===== src/rtl/rr_mux_arbiter_if.sv =====
// Shared serial-mux bus: four requester lanes in, one granted serial lane out.
interface rr_mux_arbiter_if;
  logic [3:0] req;
  logic [3:0] din;
  logic [3:0] grant;
  logic [1:0] sel;
  logic       valid;
  logic       dout;
  logic       last;

  modport master (output req, din, input grant, sel, valid, dout, last);
  modport slave  (input req, din, output grant, sel, valid, dout, last);
endinterface


===== src/rtl/rr_mux_arbiter.sv =====
// Round-robin owner of a 4:1 bit-serial mux; grants bursts of up to BURST_LEN bits.
module rr_mux_arbiter #(
  parameter int BURST_LEN = 8,
  parameter int CNT_W     = 4
) (
  input  logic              clk,
  input  logic              rst_n,
  rr_mux_arbiter_if.slave   bus
);
  localparam logic [CNT_W-1:0] CNT_MAX = CNT_W'(BURST_LEN - 1);

  typedef enum logic {IDLE, GRANT} state_t;

  state_t           state;
  logic [1:0]       sel, ptr;
  logic [CNT_W-1:0] cnt;

  logic       busy, req_sel, at_max, rel, arb, found;
  logic [1:0] base, winner;

  assign busy    = (state == GRANT);
  assign req_sel = bus.req[sel];
  assign at_max  = (cnt == CNT_MAX);
  assign rel     = busy & (~req_sel | at_max);
  assign arb     = ~busy | rel;
  assign base    = rel ? sel + 2'd1 : ptr;

  // Data path is a pure combinational mux, qualified by the owner's request.
  assign bus.grant = busy ? (4'b0001 << sel) : 4'b0000;
  assign bus.sel   = sel;
  assign bus.valid = busy & req_sel;
  assign bus.dout  = bus.valid & bus.din[sel];
  assign bus.last  = bus.valid & at_max;

  // Scan from the farthest offset down so the nearest requester to base wins.
  always_comb begin
    found  = 1'b0;
    winner = base;
    for (int k = 3; k >= 0; k--) begin
      if (bus.req[base + 2'(k)]) begin
        found  = 1'b1;
        winner = base + 2'(k);
      end
    end
  end

  always_ff @(posedge clk or negedge rst_n) begin
    if (!rst_n) begin
      state <= IDLE;
      sel   <= 2'd0;
      ptr   <= 2'd0;
      cnt   <= '0;
    end else if (arb) begin
      if (found) begin
        state <= GRANT;
        sel   <= winner;
        ptr   <= winner + 2'd1;
        cnt   <= '0;
      end else begin
        state <= IDLE;
        ptr   <= base;
      end
    end else begin
      cnt <= cnt + 1'b1;
    end
  end
endmodule

===== src/flat_wrapper.sv =====
// flat-port wrapper written by rule: the top's interface ports become plain ports
module rr_mux_arbiter_flat 
#(
  parameter int BURST_LEN = 8,
  parameter int CNT_W     = 4
)
  (clk, rst_n, bus_req, bus_din, bus_grant, bus_sel, bus_valid, bus_dout, bus_last);
  rr_mux_arbiter_if bus_i ();
  input  logic clk;
  input  logic rst_n;
  input wire logic [$bits(bus_i.req)-1:0] bus_req;
  input wire logic [$bits(bus_i.din)-1:0] bus_din;
  output wire logic [$bits(bus_i.grant)-1:0] bus_grant;
  output wire logic [$bits(bus_i.sel)-1:0] bus_sel;
  output wire logic [$bits(bus_i.valid)-1:0] bus_valid;
  output wire logic [$bits(bus_i.dout)-1:0] bus_dout;
  output wire logic [$bits(bus_i.last)-1:0] bus_last;
  assign bus_i.req = bus_req;
  assign bus_i.din = bus_din;
  assign bus_grant = bus_i.grant;
  assign bus_sel = bus_i.sel;
  assign bus_valid = bus_i.valid;
  assign bus_dout = bus_i.dout;
  assign bus_last = bus_i.last;
  rr_mux_arbiter #(.BURST_LEN(BURST_LEN), .CNT_W(CNT_W)) u_core (.clk(clk), .rst_n(rst_n), .bus(bus_i));
endmodule

===== config.mk =====
export PLATFORM = sky130hd
export DESIGN_NAME = rr_mux_arbiter_flat
export DESIGN_NICKNAME = d
export VERILOG_FILES = /design/src/rtl/rr_mux_arbiter_if.sv /design/src/rtl/rr_mux_arbiter.sv /design/src/flat_wrapper.sv
export SDC_FILE = /design/constraint.sdc
export NUM_CORES = 1
export LEC_CHECK = 0
export ABC_AREA = 1
export CAP_MARGIN = 20
export CORE_UTILIZATION = 57
export CTS_BUF_LIST = sky130_fd_sc_hd__clkbuf_2 sky130_fd_sc_hd__clkbuf_4 sky130_fd_sc_hd__clkbuf_8
export DETAILED_ROUTE_END_ITERATION = 10
export GPL_ROUTABILITY_DRIVEN = 0
export PLACE_DENSITY = 0.87
export SETUP_SLACK_MARGIN = 0.3
export SLEW_MARGIN = 20
export SYNTH_ARGS = -nofsm -noshare
export SYNTH_HDL_FRONTEND = slang
export SYNTH_SLANG_ARGS = --single-unit

===== constraint.sdc =====
create_clock -name clk -period 3.7 [get_ports clk]
set_input_delay 0.555 -clock clk [delete_from_list [all_inputs] [get_ports clk]]
set_output_delay 0.555 -clock clk [all_outputs]
set_load 0.02 [all_outputs]

==> impl_metrics.tcl, run 1 <==
set metrics [dict create \
    status "completed" \
    cts_tree "done" \
    dp_cells 169 \
    maxCapViolCount 0 \
    antenna_found_initial 0 \
    cp_cell_sequence "clkdlybuf4s50_1, nand2_1, nand3_2, nand3_1, a21oi_1, clkdlybuf4s50_1" \
    min_period_ns 2.689 \
    cts_resized 0 \
    synth_warnings 0 \
    die_area_sq_um 1799 \
    crit_fanout 3 \
    crit_slowest_cell "clkdlybuf4s50_1" \
    synth_cell_types 24 \
    crit_arrival_ns 2.13 \
    die_h_um 42.41 \
    vias 906 \
    grt_pass1_wl_um 3532 \
    layout_commonest_cell "nand2_1" \
    finalNonFillerCells 173 \
    grt_overflow_total 0 \
    synth-seq-cells 9 \
    synth_nets 151 \
    cts_hold_buf 0 \
    grt_max_degree 11 \
    layout-drive-gt1-share 0.1975 \
    drtIter0Drc 17 \
    drt-total-wl_um 2100 \
    cts_max_level 1 \
    clk_pin_slew_ns 0.06 \
    crit_top_cell "clkdlybuf4s50_1" \
    cts-root-buf "clkbuf_4" \
    syn_avg_cell_area_sq_um 6.845 \
    skew_ns 0.007549 \
    syn-instance-count 136 \
    cts.sinks 9 \
    dp_hpwl_um 1698 \
    yosysSeqAreaShare 0.2419 \
    finalHoldViolCount 0 \
    initial_core_util 0.6108 \
    worstPathRequired_ns 3.14 \
    rows 14 \
    rsz0062_at_grt "false" \
    fp.coreArea_sq_um 1524 \
    area_delta_synth_final_pct 24.19 \
    layout_common_cells "37 x nand2_1, 19 x inv_1, 18 x clkdlybuf4s50_1" \
    io_buffer_count 18 \
    max_freq_mhz 371.9 \
    clk_latency_ns 0.26 \
    die_x_um 42.41 \
    max_stage_delay_ns 0.61 \
    cts_buffers 3 \
    n_antenna_cell 0 \
    worstHoldPathType "reg2reg" \
    crit_type "in2out" \
    synthesis.area_sq_um 930.9 \
    cp-start-kind "input port" \
    num_io_pins 19 \
    worst-slew-pin-transition_ns 0.4124 \
    path_buf_inv 2 \
    viasPerCell 5.237 \
    min_period_over_period 0.7268 \
    ant_nets 0 \
    nFillCells 127 \
    crit_path_end_kind "output port" \
    wl_per_cell_um 12.14 \
    utilization 0.7586 \
    finalSetupTns_ns 0 \
    setup_violations 0 \
    grt_use_total 0.2578 \
    path_delay_family "buffers and inverters" \
    maxSlewHeadroom 0.7242 \
    slew_violations 0 \
    final_nets 173 \
    clockBufferDepth 2 \
    grt_pass1_vias 850 \
    drc 0 \
    postCtsSetupBuffers 0 \
    drt_first_pass_iters 4 \
]
[registers in the layout, indices dropped and copies added (netlist names)]
signal	cells
u_core.busy	1
u_core.ptr	2
u_core.cnt	4
u_core.bus.sel	2
[Yosys cell counts]
library cell  number  area [sq um]
nand2_1           37         138.9
inv_1             19         71.32
nand3_1           15         75.07
nand2_2           11         68.82
dfrtp_1            9         225.2
nor2_1             7         26.28
nand2_4            6         67.56
ha_1               5         62.56
nand3_2            4         40.04
a21oi_1            3         15.01
inv_2              3         11.26
o21ai_0            3         15.01
and2_1             2         12.51
o22ai_1            2         12.51
a22o_1             1         8.760
buf_2              1         5.000
nand3_4            1         17.52
nand3b_1           1         7.510
nor2_2             1         6.260
nor2_4             1         11.26
o211ai_1           1         7.510
o21a_1             1         7.510
xnor2_1            1         8.760
xor2_1             1         8.760
[worst register-to-register path, cell delays in order, from the launching register on]
cell and delay [ns]:
dfrtp_1 0.56, inv_2 0.15, ha_1 0.34, nand3b_1 0.19, nand2_2 0.16, nand2_1 0.07, nand2_1 0.08, nand2_1 0.08
nand2_2 0.12, nand2_2 0.06, nand2_2 0.06, nand2_1 0.05, nand2_1 0.05, nand2_1 0.10, nand3_1 0.10, nand3_1 0.08
[area by class of cell]
cell class | count | area (sq um) | share of cell area
Sequential cell | 9 | 225.2 | 0.1948
Multi-Input combinational cell | 104 | 618.1 | 0.5346
Inverter | 22 | 82.58 | 0.07143
Clock buffer | 4 | 30.03 | 0.02597
Tap cell | 16 | 20.02 | 0.01732
Timing Repair Buffer | 18 | 180.2 | 0.1558
[through the flow]
step                      instance area, sq um  worst slack, ns  hold slack, ns
after floorplan                          930.9            1.576          0.2594
after global placement                    1126            1.031          0.4947
after detailed placement                  1126            1.018          0.5134
after CTS                                 1156            1.015          0.5214
after global routing                      1156           0.9117          0.5433
final                                     1156            1.011          0.5289
[path summary, 6_finish.rpt]
kind | startpoint | endpoint | slack (ns) | cells after the start
min reg2reg | u_core.cnt[0] | u_core.cnt[0] | 0.53 | 1
min | u_core.cnt[0] | u_core.cnt[0] | 0.53 | 1
max | bus_req[3] | bus_dout | 1.01 | 6
min in group asynchronous | rst_n | u_core.bus.sel[1] | 0.59 | 1
max reg2reg | u_core.bus.sel[0] | u_core.ptr[1] | 1.35 | 15
max in group asynchronous | rst_n | u_core.cnt[1] | 2.81 | 1
[cell families after synthesis]
logic type      synth area share
compound gates           0.07123
xor+xnor                 0.01882
fa+ha+maj                0.06720
buf+inv                  0.09408
flops                     0.2419
simple gates              0.5067
[per-layer routing]
layer,up-vias,global-route usage,routed length [um]
met1,411,0.3189,934
met3,0,0.02586,92
met5,-,0,0
li1,469,-,-
met2,26,0.4677,1074
met4,0,0.07500,0
Power of run 1 is left out: the tool's default activity adds up to more than one toggle a clock period on the data nets, which glitch-free logic cannot reach.
==> run 2: changes to the inputs <==
- CORE_UTILIZATION: 57 -> 47
- PLACE_DENSITY: 0.87 -> 0.77
- clock period: 3.7 -> 2.2 ns (I/O delays scaled with it)
==> run 2 against run 1 <==
The flow now finishes with violations (negative setup slack). Utilization up 5.5 points. Register-to-register slack worse by 1.4 ns. Hold slack worse by 0.17 ns. Critical path type is now in2reg. Sequential share of layout area down 3.8 points. Clock skew up 0.00062 ns. Die area up 20%.
==> impl_metrics.tcl, run 2 (synthesis results as in run 1) <==
set metrics [dict create \
    drt-total-wl_um 3218 \
    crit_slowest_cell "clkdlybuf4s50_1" \
    worst_slack_ns -0.04212 \
    antenna_found_initial 0 \
    drtIter0Drc 72 \
    clockBufferDepth 2 \
    layout-drive-gt1-share 0.4641 \
    top_regs "u_core.cnt (4), u_core.bus.sel (2), u_core.ptr (2)" \
    maxSlewHeadroom 0.7223 \
    slew_violations 0 \
    rsz0062_at_grt "true" \
    drt_first_pass_iters 4 \
    regToRegStartpoint "u_core.bus.sel[0]" \
    num_io_pins 19 \
    dp_hpwl_um 1742 \
    regArea_sq_um 227.7 \
    initial_core_util 0.5221 \
    min_period_over_period 1.019 \
    crit_top_cell "nand2_2" \
    clk_pin_slew_ns 0.06 \
    cp_cell_sequence "clkdlybuf4s50_1, nand2_1, nand3_4, nand3_4, nand2_4, nand2_4, nand2_4, nand2_1, nand2_2, nand2_2, nand2_4, nand2_2, nand2_2, nand2_1, nand2_1, nand2_2, nand2_2, o211ai_1" \
    max_stage_delay_ns 0.52 \
    dp_cells 187 \
    io_buffer_count 18 \
    multi_input_area_sq_um 720.7 \
    crit_fanout 6 \
    die_area_sq_um 2163 \
    finalHoldViolCount 0 \
    worst-slew-pin-transition_ns 0.4165 \
    finalNonFillerCells 206 \
    grt_use_total 0.2612 \
    die_h_um 46.51 \
    fp.coreArea_sq_um 1783 \
    crit_path_end_kind "register" \
    r2r_end "u_core.ptr[0]" \
    final_nets 197 \
    grt_pass1_vias 930 \
    viasPerCell 5.490 \
    ant_nets 0 \
    cts-root-buf "clkbuf_4" \
    layout_common_cells "27 x buf_4, 23 x nand2_1, 20 x nand2_2" \
    rrSetupSlack_ns -0.03 \
    setup_violations 3 \
    skew_ns 0.008167 \
    maxCapViolCount 0 \
    grt_overflow_total 0 \
    cp-start-kind "input port" \
    die_x_um 46.51 \
    rows 15 \
    cts_tree "done" \
    max_freq_mhz 446.0 \
    grt_pass1_wl_um 3981 \
    finalSetupTns_ns -0.08156 \
    layout_commonest_cell "buf_4" \
    startpoint "bus_req[1]" \
    crit_arrival_ns 2.37 \
    min_period_ns 2.242 \
    cts_buffers 3 \
    r2r_cells 17 \
    grt_max_degree 11 \
    largest-register "u_core.cnt" \
    n_antenna_cell 0 \
    largest_register_ffs 4 \
    vias 1131 \
    cts_hold_buf 0 \
    status "finished with violations" \
    cts.sinks 9 \
    cts_max_level 1 \
    worstHoldPathType "in2async" \
    nFillCells 108 \
    drc 0 \
    crit_type "in2reg" \
    area_delta_synth_final_pct 55.78 \
    clk_latency_ns 0.26 \
    worstPathRequired_ns 2.32 \
    wl_per_cell_um 15.62 \
    violations "negative setup slack" \
]
==> run 2: cell types whose count changed in the layout (fill, tap and decap cells not counted), moves of 3 or more <==
cell / before / now
nand2_4: 6 / 11
dlymetal6s2s_1: 0 / 3
nand2_1: 37 / 23
clkdlybuf4s50_1: 18 / 8
nand2_2: 11 / 20
inv_1: 19 / 16
buf_4: 0 / 27
==> run 2: worst max path at each step <==
stage and endpoint:
2_1_floorplan u_core.ptr[0], 3_3_place_gp u_core.ptr[0], 3_5_place_dp u_core.ptr[0], 4_1_cts u_core.ptr[0]
5_1_grt u_core.ptr[0], 6_report u_core.ptr[0]
==> run 2: timing repair <==
action                                  in CTS  in global routing
gates cloned                                 0                  0
pin swaps                                    5                 10
setup buffers                               12                  3
endpoints found under the hold margin        0                  0
endpoints found under the setup margin      16                 14
resized for setup                           18                 35
==> run 2: per-layer routing <==
metal	routed length (um)	GRT usage
met4	76	0.1118
met1	1266	0.3027
met5	0	0
met3	245	0.04314
met2	1629	0.4639
==> run 2: critical path: cells and delay by family <==
family,cells,cell delay [ns]
AO/OA/AOI/OAI,1,0.09
buffers and inverters,1,0.52
AND/OR/NAND/NOR,16,1.43
==> run 2: final cells by class <==
class                           instances  share of cell area
Inverter                               22             0.06385
Timing Repair Buffer                   42              0.2399
Tap cell                               25             0.02157
Multi-Input combinational cell        104              0.4970
Sequential cell                         9              0.1570
Clock buffer                            4             0.02071
==> run 2: stage by stage <==
stage               cell area [sq um]  hold WS (ns)  setup WS, ns    util
floorplan                       958.4       0.03441        0.2729       -
detailed placement               1232        0.5040       -0.1150  0.6912
finish                           1450        0.3562      -0.04212  0.8133
global route                     1450        0.3896       -0.1916  0.8133
global placement                 1232        0.4965      -0.08017  0.6912
CTS                              1370        0.3545        0.1642  0.7684
Power of run 2 is left out for the same reason.
